`config.mk`:
```
export PLATFORM = sky130hd
export DESIGN_NAME = ram_port_arbiter
export DESIGN_NICKNAME = d
export VERILOG_FILES = /design/src/rtl/ram_arb_pkg.sv /design/src/rtl/ram_arb_rsp_pipe.sv /design/src/rtl/ram_port_arbiter.sv
export SDC_FILE = /design/constraint.sdc
export NUM_CORES = 1
export LEC_CHECK = 0
export CORE_MARGIN = 4
export CORE_UTILIZATION = 40
export DETAILED_ROUTE_END_ITERATION = 8
export PLACE_DENSITY = 0.9
export SKIP_LAST_GASP = 1
export SYNTH_ARGS = -nofsm -noshare
export SYNTH_HDL_FRONTEND = slang
export SYNTH_SLANG_ARGS = --single-unit
```
`constraint.sdc`:
```
create_clock -name clk -period 3.25 [get_ports clk]
set_clock_uncertainty 0.2 [all_clocks]
set_input_delay 0.65 -clock clk [delete_from_list [all_inputs] [get_ports clk]]
set_output_delay 0.65 -clock clk [all_outputs]
set_load 0.02 [all_outputs]
```
`src/rtl/ram_arb_pkg.sv`:
```
`default_nettype none
// ============================================================================
// Module   : ram_arb_pkg
// Brief    : Shared types and default widths for the two-port RAM arbiter.
// Revision : 1.0 - initial release
// ============================================================================
package ram_arb_pkg;

  // Default RAM geometry
  localparam int unsigned c_ADDR_W = 5;
  localparam int unsigned c_DATA_W = 8;

  // Arbitration FSM states
  typedef enum logic [1:0] {
    ST_IDLE  = 2'd0,
    ST_OWN_A = 2'd1,
    ST_OWN_B = 2'd2
  } arb_state_t;

  // Requester identity, used for last_owner and the return pipeline tag
  typedef enum logic {
    OWNER_A = 1'b0,
    OWNER_B = 1'b1
  } owner_t;

endpackage : ram_arb_pkg
`default_nettype wire

```
`src/rtl/ram_arb_rsp_pipe.sv`:
```
`default_nettype none
// ============================================================================
// Module   : ram_arb_rsp_pipe
// Brief    : Two-stage read-return tracker. Tags each granted access with its
//            owner and direction, and routes ram_rd_data back two cycles later.
// Revision : 1.0 - initial release
// ============================================================================
module ram_arb_rsp_pipe
  import ram_arb_pkg::*;
#(
  parameter int DATA_W = c_DATA_W
) (
  input  logic              clk,
  input  logic              rst_n,
  input  logic              i_issue,
  input  owner_t            i_owner,
  input  logic              i_is_read,
  input  logic [DATA_W-1:0] i_ram_rd_data,
  output logic              o_rvalid_a,
  output logic              o_rvalid_b,
  output logic [DATA_W-1:0] o_rd_data
);

  logic   r_v1;
  owner_t r_own1;
  logic   r_rd1;
  logic   r_v2;
  owner_t r_own2;
  logic   r_rd2;
  logic   w_ret;

  // Shift the access tag along with the RAM command and RAM read latency
  always_ff @(posedge clk or negedge rst_n) begin
    if (!rst_n) begin
      r_v1   <= 1'b0;
      r_own1 <= OWNER_A;
      r_rd1  <= 1'b0;
      r_v2   <= 1'b0;
      r_own2 <= OWNER_A;
      r_rd2  <= 1'b0;
    end else begin
      r_v1   <= i_issue;
      r_own1 <= i_owner;
      r_rd1  <= i_is_read;
      r_v2   <= r_v1;
      r_own2 <= r_own1;
      r_rd2  <= r_rd1;
    end
  end

  // The tag, not the current FSM owner, decides who receives the data
  assign w_ret      = r_v2 & r_rd2;
  assign o_rvalid_a = w_ret & (r_own2 == OWNER_A);
  assign o_rvalid_b = w_ret & (r_own2 == OWNER_B);
  assign o_rd_data  = w_ret ? i_ram_rd_data : '0;

endmodule : ram_arb_rsp_pipe
`default_nettype wire

```
`src/rtl/ram_port_arbiter.sv`:
```
`default_nettype none
// ============================================================================
// Module   : ram_port_arbiter
// Brief    : Arbitrates two requesters onto one single-port RAM with a bounded
//            burst length, registered RAM command and tagged read return.
// Revision : 1.0 - initial release
// ============================================================================
module ram_port_arbiter
  import ram_arb_pkg::*;
#(
  parameter int ADDR_W    = c_ADDR_W,
  parameter int DATA_W    = c_DATA_W,
  parameter int MAX_BURST = 4
) (
  input  logic              clk,
  input  logic              rst_n,
  input  logic              req_a,
  input  logic              req_b,
  input  logic              we_a,
  input  logic              we_b,
  input  logic [ADDR_W-1:0] addr_a,
  input  logic [ADDR_W-1:0] addr_b,
  input  logic [DATA_W-1:0] wdata_a,
  input  logic [DATA_W-1:0] wdata_b,
  output logic              gnt_a,
  output logic              gnt_b,
  output logic              rvalid_a,
  output logic              rvalid_b,
  output logic [DATA_W-1:0] rd_data,
  output logic              ram_en,
  output logic              ram_we,
  output logic [ADDR_W-1:0] ram_addr,
  output logic [DATA_W-1:0] ram_wr_data,
  input  logic [DATA_W-1:0] ram_rd_data
);

  localparam int CNT_W = $clog2(MAX_BURST + 1);

  arb_state_t        r_state;
  arb_state_t        w_state_nxt;
  owner_t            r_last;
  owner_t            w_last_nxt;
  logic [CNT_W-1:0]  r_cnt;
  logic [CNT_W-1:0]  w_cnt_nxt;
  logic [CNT_W-1:0]  w_cnt_inc;
  logic              w_burst_done;
  logic              w_gnt_a;
  logic              w_gnt_b;

  logic              r_ram_en;
  logic              r_ram_we;
  logic [ADDR_W-1:0] r_ram_addr;
  logic [DATA_W-1:0] r_ram_wr_data;

  assign w_cnt_inc    = r_cnt + CNT_W'(1);
  assign w_burst_done = (w_cnt_inc == CNT_W'(MAX_BURST));

  // FSM, burst counter and last_owner state registers
  always_ff @(posedge clk or negedge rst_n) begin
    if (!rst_n) begin
      r_state <= ST_IDLE;
      r_last  <= OWNER_B;
      r_cnt   <= '0;
    end else begin
      r_state <= w_state_nxt;
      r_last  <= w_last_nxt;
      r_cnt   <= w_cnt_nxt;
    end
  end

  // Next-state, grant and counter logic; a full burst yields only to a waiter
  always_comb begin
    w_state_nxt = r_state;
    w_last_nxt  = r_last;
    w_cnt_nxt   = r_cnt;
    w_gnt_a     = 1'b0;
    w_gnt_b     = 1'b0;
    case (r_state)
      ST_IDLE: begin
        w_cnt_nxt = '0;
        if (req_a && req_b) begin
          w_state_nxt = (r_last == OWNER_B) ? ST_OWN_A : ST_OWN_B;
        end else if (req_a) begin
          w_state_nxt = ST_OWN_A;
        end else if (req_b) begin
          w_state_nxt = ST_OWN_B;
        end
      end
      ST_OWN_A: begin
        w_gnt_a = req_a;
        if (!req_a) begin
          w_cnt_nxt   = '0;
          w_last_nxt  = OWNER_A;
          w_state_nxt = req_b ? ST_OWN_B : ST_IDLE;
        end else if (w_burst_done) begin
          w_cnt_nxt = '0;
          if (req_b) begin
            w_last_nxt  = OWNER_A;
            w_state_nxt = ST_OWN_B;
          end
        end else begin
          w_cnt_nxt = w_cnt_inc;
        end
      end
      ST_OWN_B: begin
        w_gnt_b = req_b;
        if (!req_b) begin
          w_cnt_nxt   = '0;
          w_last_nxt  = OWNER_B;
          w_state_nxt = req_a ? ST_OWN_A : ST_IDLE;
        end else if (w_burst_done) begin
          w_cnt_nxt = '0;
          if (req_a) begin
            w_last_nxt  = OWNER_B;
            w_state_nxt = ST_OWN_A;
          end
        end else begin
          w_cnt_nxt = w_cnt_inc;
        end
      end
      default: begin
        w_state_nxt = ST_IDLE;
        w_cnt_nxt   = '0;
      end
    endcase
  end

  // RAM command register: capture the granted access, else idle with addr/data held
  always_ff @(posedge clk or negedge rst_n) begin
    if (!rst_n) begin
      r_ram_en      <= 1'b0;
      r_ram_we      <= 1'b0;
      r_ram_addr    <= '0;
      r_ram_wr_data <= '0;
    end else if (w_gnt_a) begin
      r_ram_en      <= 1'b1;
      r_ram_we      <= we_a;
      r_ram_addr    <= addr_a;
      r_ram_wr_data <= wdata_a;
    end else if (w_gnt_b) begin
      r_ram_en      <= 1'b1;
      r_ram_we      <= we_b;
      r_ram_addr    <= addr_b;
      r_ram_wr_data <= wdata_b;
    end else begin
      r_ram_en <= 1'b0;
      r_ram_we <= 1'b0;
    end
  end

  assign gnt_a       = w_gnt_a;
  assign gnt_b       = w_gnt_b;
  assign ram_en      = r_ram_en;
  assign ram_we      = r_ram_we;
  assign ram_addr    = r_ram_addr;
  assign ram_wr_data = r_ram_wr_data;

  ram_arb_rsp_pipe #(
    .DATA_W (DATA_W)
  ) u_rsp_pipe (
    .clk           (clk),
    .rst_n         (rst_n),
    .i_issue       (w_gnt_a | w_gnt_b),
    .i_owner       (w_gnt_b ? OWNER_B : OWNER_A),
    .i_is_read     (w_gnt_a ? ~we_a : ~we_b),
    .i_ram_rd_data (ram_rd_data),
    .o_rvalid_a    (rvalid_a),
    .o_rvalid_b    (rvalid_b),
    .o_rd_data     (rd_data)
  );

endmodule : ram_port_arbiter
`default_nettype wire

```
==> impl_metrics.tcl <==
set metrics [dict create \
    diodes 0 \
    cts_max_level 1 \
    cp_slowest_cell "clkdlybuf4s50_1" \
    period_minus_slack_ns 2.91 \
    final_min_period_over_clock_period_pct 89.5 \
    cts-root-buf "clkbuf_4" \
    r2r_slack_ns 1.16 \
    drive_gt1_share_pct 7.11 \
    reg2reg_depth 6 \
    final_nets 245 \
    crit_type "register to primary output" \
    die_area_sq_um 4280 \
    drc 0 \
    grt_pass1_vias 1370 \
    syn_inst 128 \
    die_h_microns 65.4 \
    synth_fa_ha_area_share_pct 6.64 \
    gp_congestion 0.778 \
    tns_ns 0 \
    holdPathStages 0 \
    grt_max_degree 27 \
    cts_resized 0 \
    postCtsSetupRepairBufs 0 \
    die_w_microns 65.4 \
    vdd_drop_max_mv 0.327 \
    timing.fmax_mhz 344 \
    ant_nets 0 \
    p_leak_uw 0.00105 \
    syn_area_per_cell_sq_um 10.3 \
    postCtsHoldBufs 0 \
    finalSetupViolations 0 \
    vias_per_cell 5.03 \
    synth_area_sq_um 1320 \
    total_power_uw 1520 \
    synth_top_family_by_area "compound AO/OA/AOI/OAI gates" \
    cts_tree "yes" \
    syn_nets 175 \
    cp-startpoint "r_state[0]" \
    hpwlAfterDp_microns 3000 \
    io_pins 67 \
    cp.required_ns 2.40 \
    power_density_nw_per_um2 729 \
    path_clk_slew_ns 0.13 \
    maxSlewHeadroom_pct 60.4 \
    start_util_pct 42.5 \
    clkSinkCount 26 \
    synth_top_area_share_pct 47.4 \
    slowest_delay_ns 0.61 \
    hold_start "u_rsp_pipe.r_rd1" \
    synth_compound_area_share_pct 14.9 \
    holdPathEnd "u_rsp_pipe.r_rd2" \
    cp_cell_sequence "inv_1 > ha_1 > nand2_1 > inv_1 > clkdlybuf4s50_1" \
    ys_warn_count 0 \
    yosys.area_share.simple_pct 13.9 \
    area_delta_synth_final_pct 58.2 \
    overflow 0 \
    drv_cap 0 \
    routedWlPerCell_microns 14.7 \
    finalHoldViolCount 0 \
    globalRouteTotalUtil_pct 18.2 \
    r2r_start "r_state[1]" \
    worstSkewPairLatency_ns 0.33 \
    synth-seq-cells 26 \
    io_buffer_count 66 \
    crit_path_max_fanout 5 \
    rsz0062_at_grt "false" \
    synth_xor_area_share_pct 0 \
    crit_buf_inv 3 \
    reg2reg_to "r_state[1]" \
    ys_types 27 \
    start_kind "register" \
    nFillCells 274 \
    ys_seq_area_share_pct 49.4 \
    critPathTopFamily "buffers and inverters" \
    cts_buffer_depth 2 \
    ys_top_cells_by_area "dfrtp_1 (47%), mux2i_1 (9.9%), ha_1 (6.6%)" \
    synth_top_cell_by_area "dfrtp_1" \
    numCtsBuffers 3 \
    wl_microns 3550 \
    status "completed" \
    rows 20 \
    cp.arrival_ns 2.06 \
    worst_setup_path_end_kind "primary output" \
    drtIter0Drc 19 \
    synth.area.mux_share_pct 9.87 \
    via_count 1212 \
    first_pass_iters 4 \
    grt_antenna_before_repair 0 \
    core-area_sq_um 3100 \
    grt_first_pass_wirelength_microns 6030 \
    worst_pin_slew_ns 0.593 \
    hp-class "register to register" \
    crit_top_cell "inv_1" \
    maxSlewViolCount 0 \
]
[power by group]
part	total (uW)	internal [uW]	switching [uW]
clock network	221	125	96.4
registers	528	449	78.9
logic	771	368	403
total	1520	942	578
[per-stage QoR]
step                util, %  hold WS [ns]  area [sq um]  setup WS, ns  instances
floorplan                 -         0.131          1320          1.18        128
global placement       65.5         0.137          2030         0.435        237
detailed placement     65.5         0.144          2030         0.401        237
CTS                    67.2         0.176          2090         0.324        241
global route           67.2         0.179          2090         0.164        241
finish                 67.2         0.176          2090         0.342        241
[flip-flops by register name (all words and copies together), names as in the netlist, 2 cells and up]
register / count
r_state: 2
ram_wr_data: 8
ram_addr: 5
r_cnt: 3
[layout make-up]
type	count	area (sq um)	area share [%]
Clock buffer	3	22.5	1.08
Clock inverter	1	30.0	1.44
Inverter	10	37.5	1.80
Multi-Input combinational cell	87	598	28.7
Sequential cell	26	652	31.3
Tap cell	44	55.1	2.64
Timing Repair Buffer	70	691	33.1
[worst max-delay path by stage]
stage,depth (start not counted),endpoint,slack (ns)
3_3_place_gp,4,gnt_b,0.44
3_5_place_dp,4,gnt_b,0.40
5_1_grt,5,gnt_b,0.16
4_1_cts,5,gnt_b,0.32
6_report,5,gnt_b,0.34
2_1_floorplan,4,gnt_a,1.18
[Yosys cell counts (all sizes together)]
library cell	count
a21boi	1
a21oi	7
a22oi	2
a2bb2oi	1
and2b	1
and3	11
buf	5
dfrtp	25
dfstp	1
ha	7
inv	10
mux2i	13
nand2	18
nand2b	2
nand3	1
nor2	4
o21ai	14
o22a	1
o22ai	1
o2bb2ai	1
o31ai	2
[placed cells by master (no fill, tap or decap), drive strengths merged, types with 3 or more instances in the layout]
cell type / instances
clkdlybuf4s50: 66
a21oi: 7
ha: 7
nor2: 4
inv: 10
buf: 4
clkbuf: 3
mux2i: 13
and3: 11
dfrtp: 25
o21ai: 14
nand2: 18
[per-layer routing]
metal	track usage, %	up-vias	part of all wire [%]
met2	35.4	55	55
li1	-	577	-
met1	18.0	572	35
met3	6.67	8	8.2
met5	0	-	0
met4	4.40	0	1.7
[kinds of logic (layout without fill, tap and decap cells)]
logic type | after synthesis | after routing
flip-flops | 26 | 26
AND/OR/NAND/NOR | 37 | 37
adder cells (fa/ha/maj) | 7 | 7
buffers and inverters | 15 | 84
multiplexers | 13 | 13
AO/OA/AOI/OAI | 30 | 30
Power figures use the tool's default switching activity.
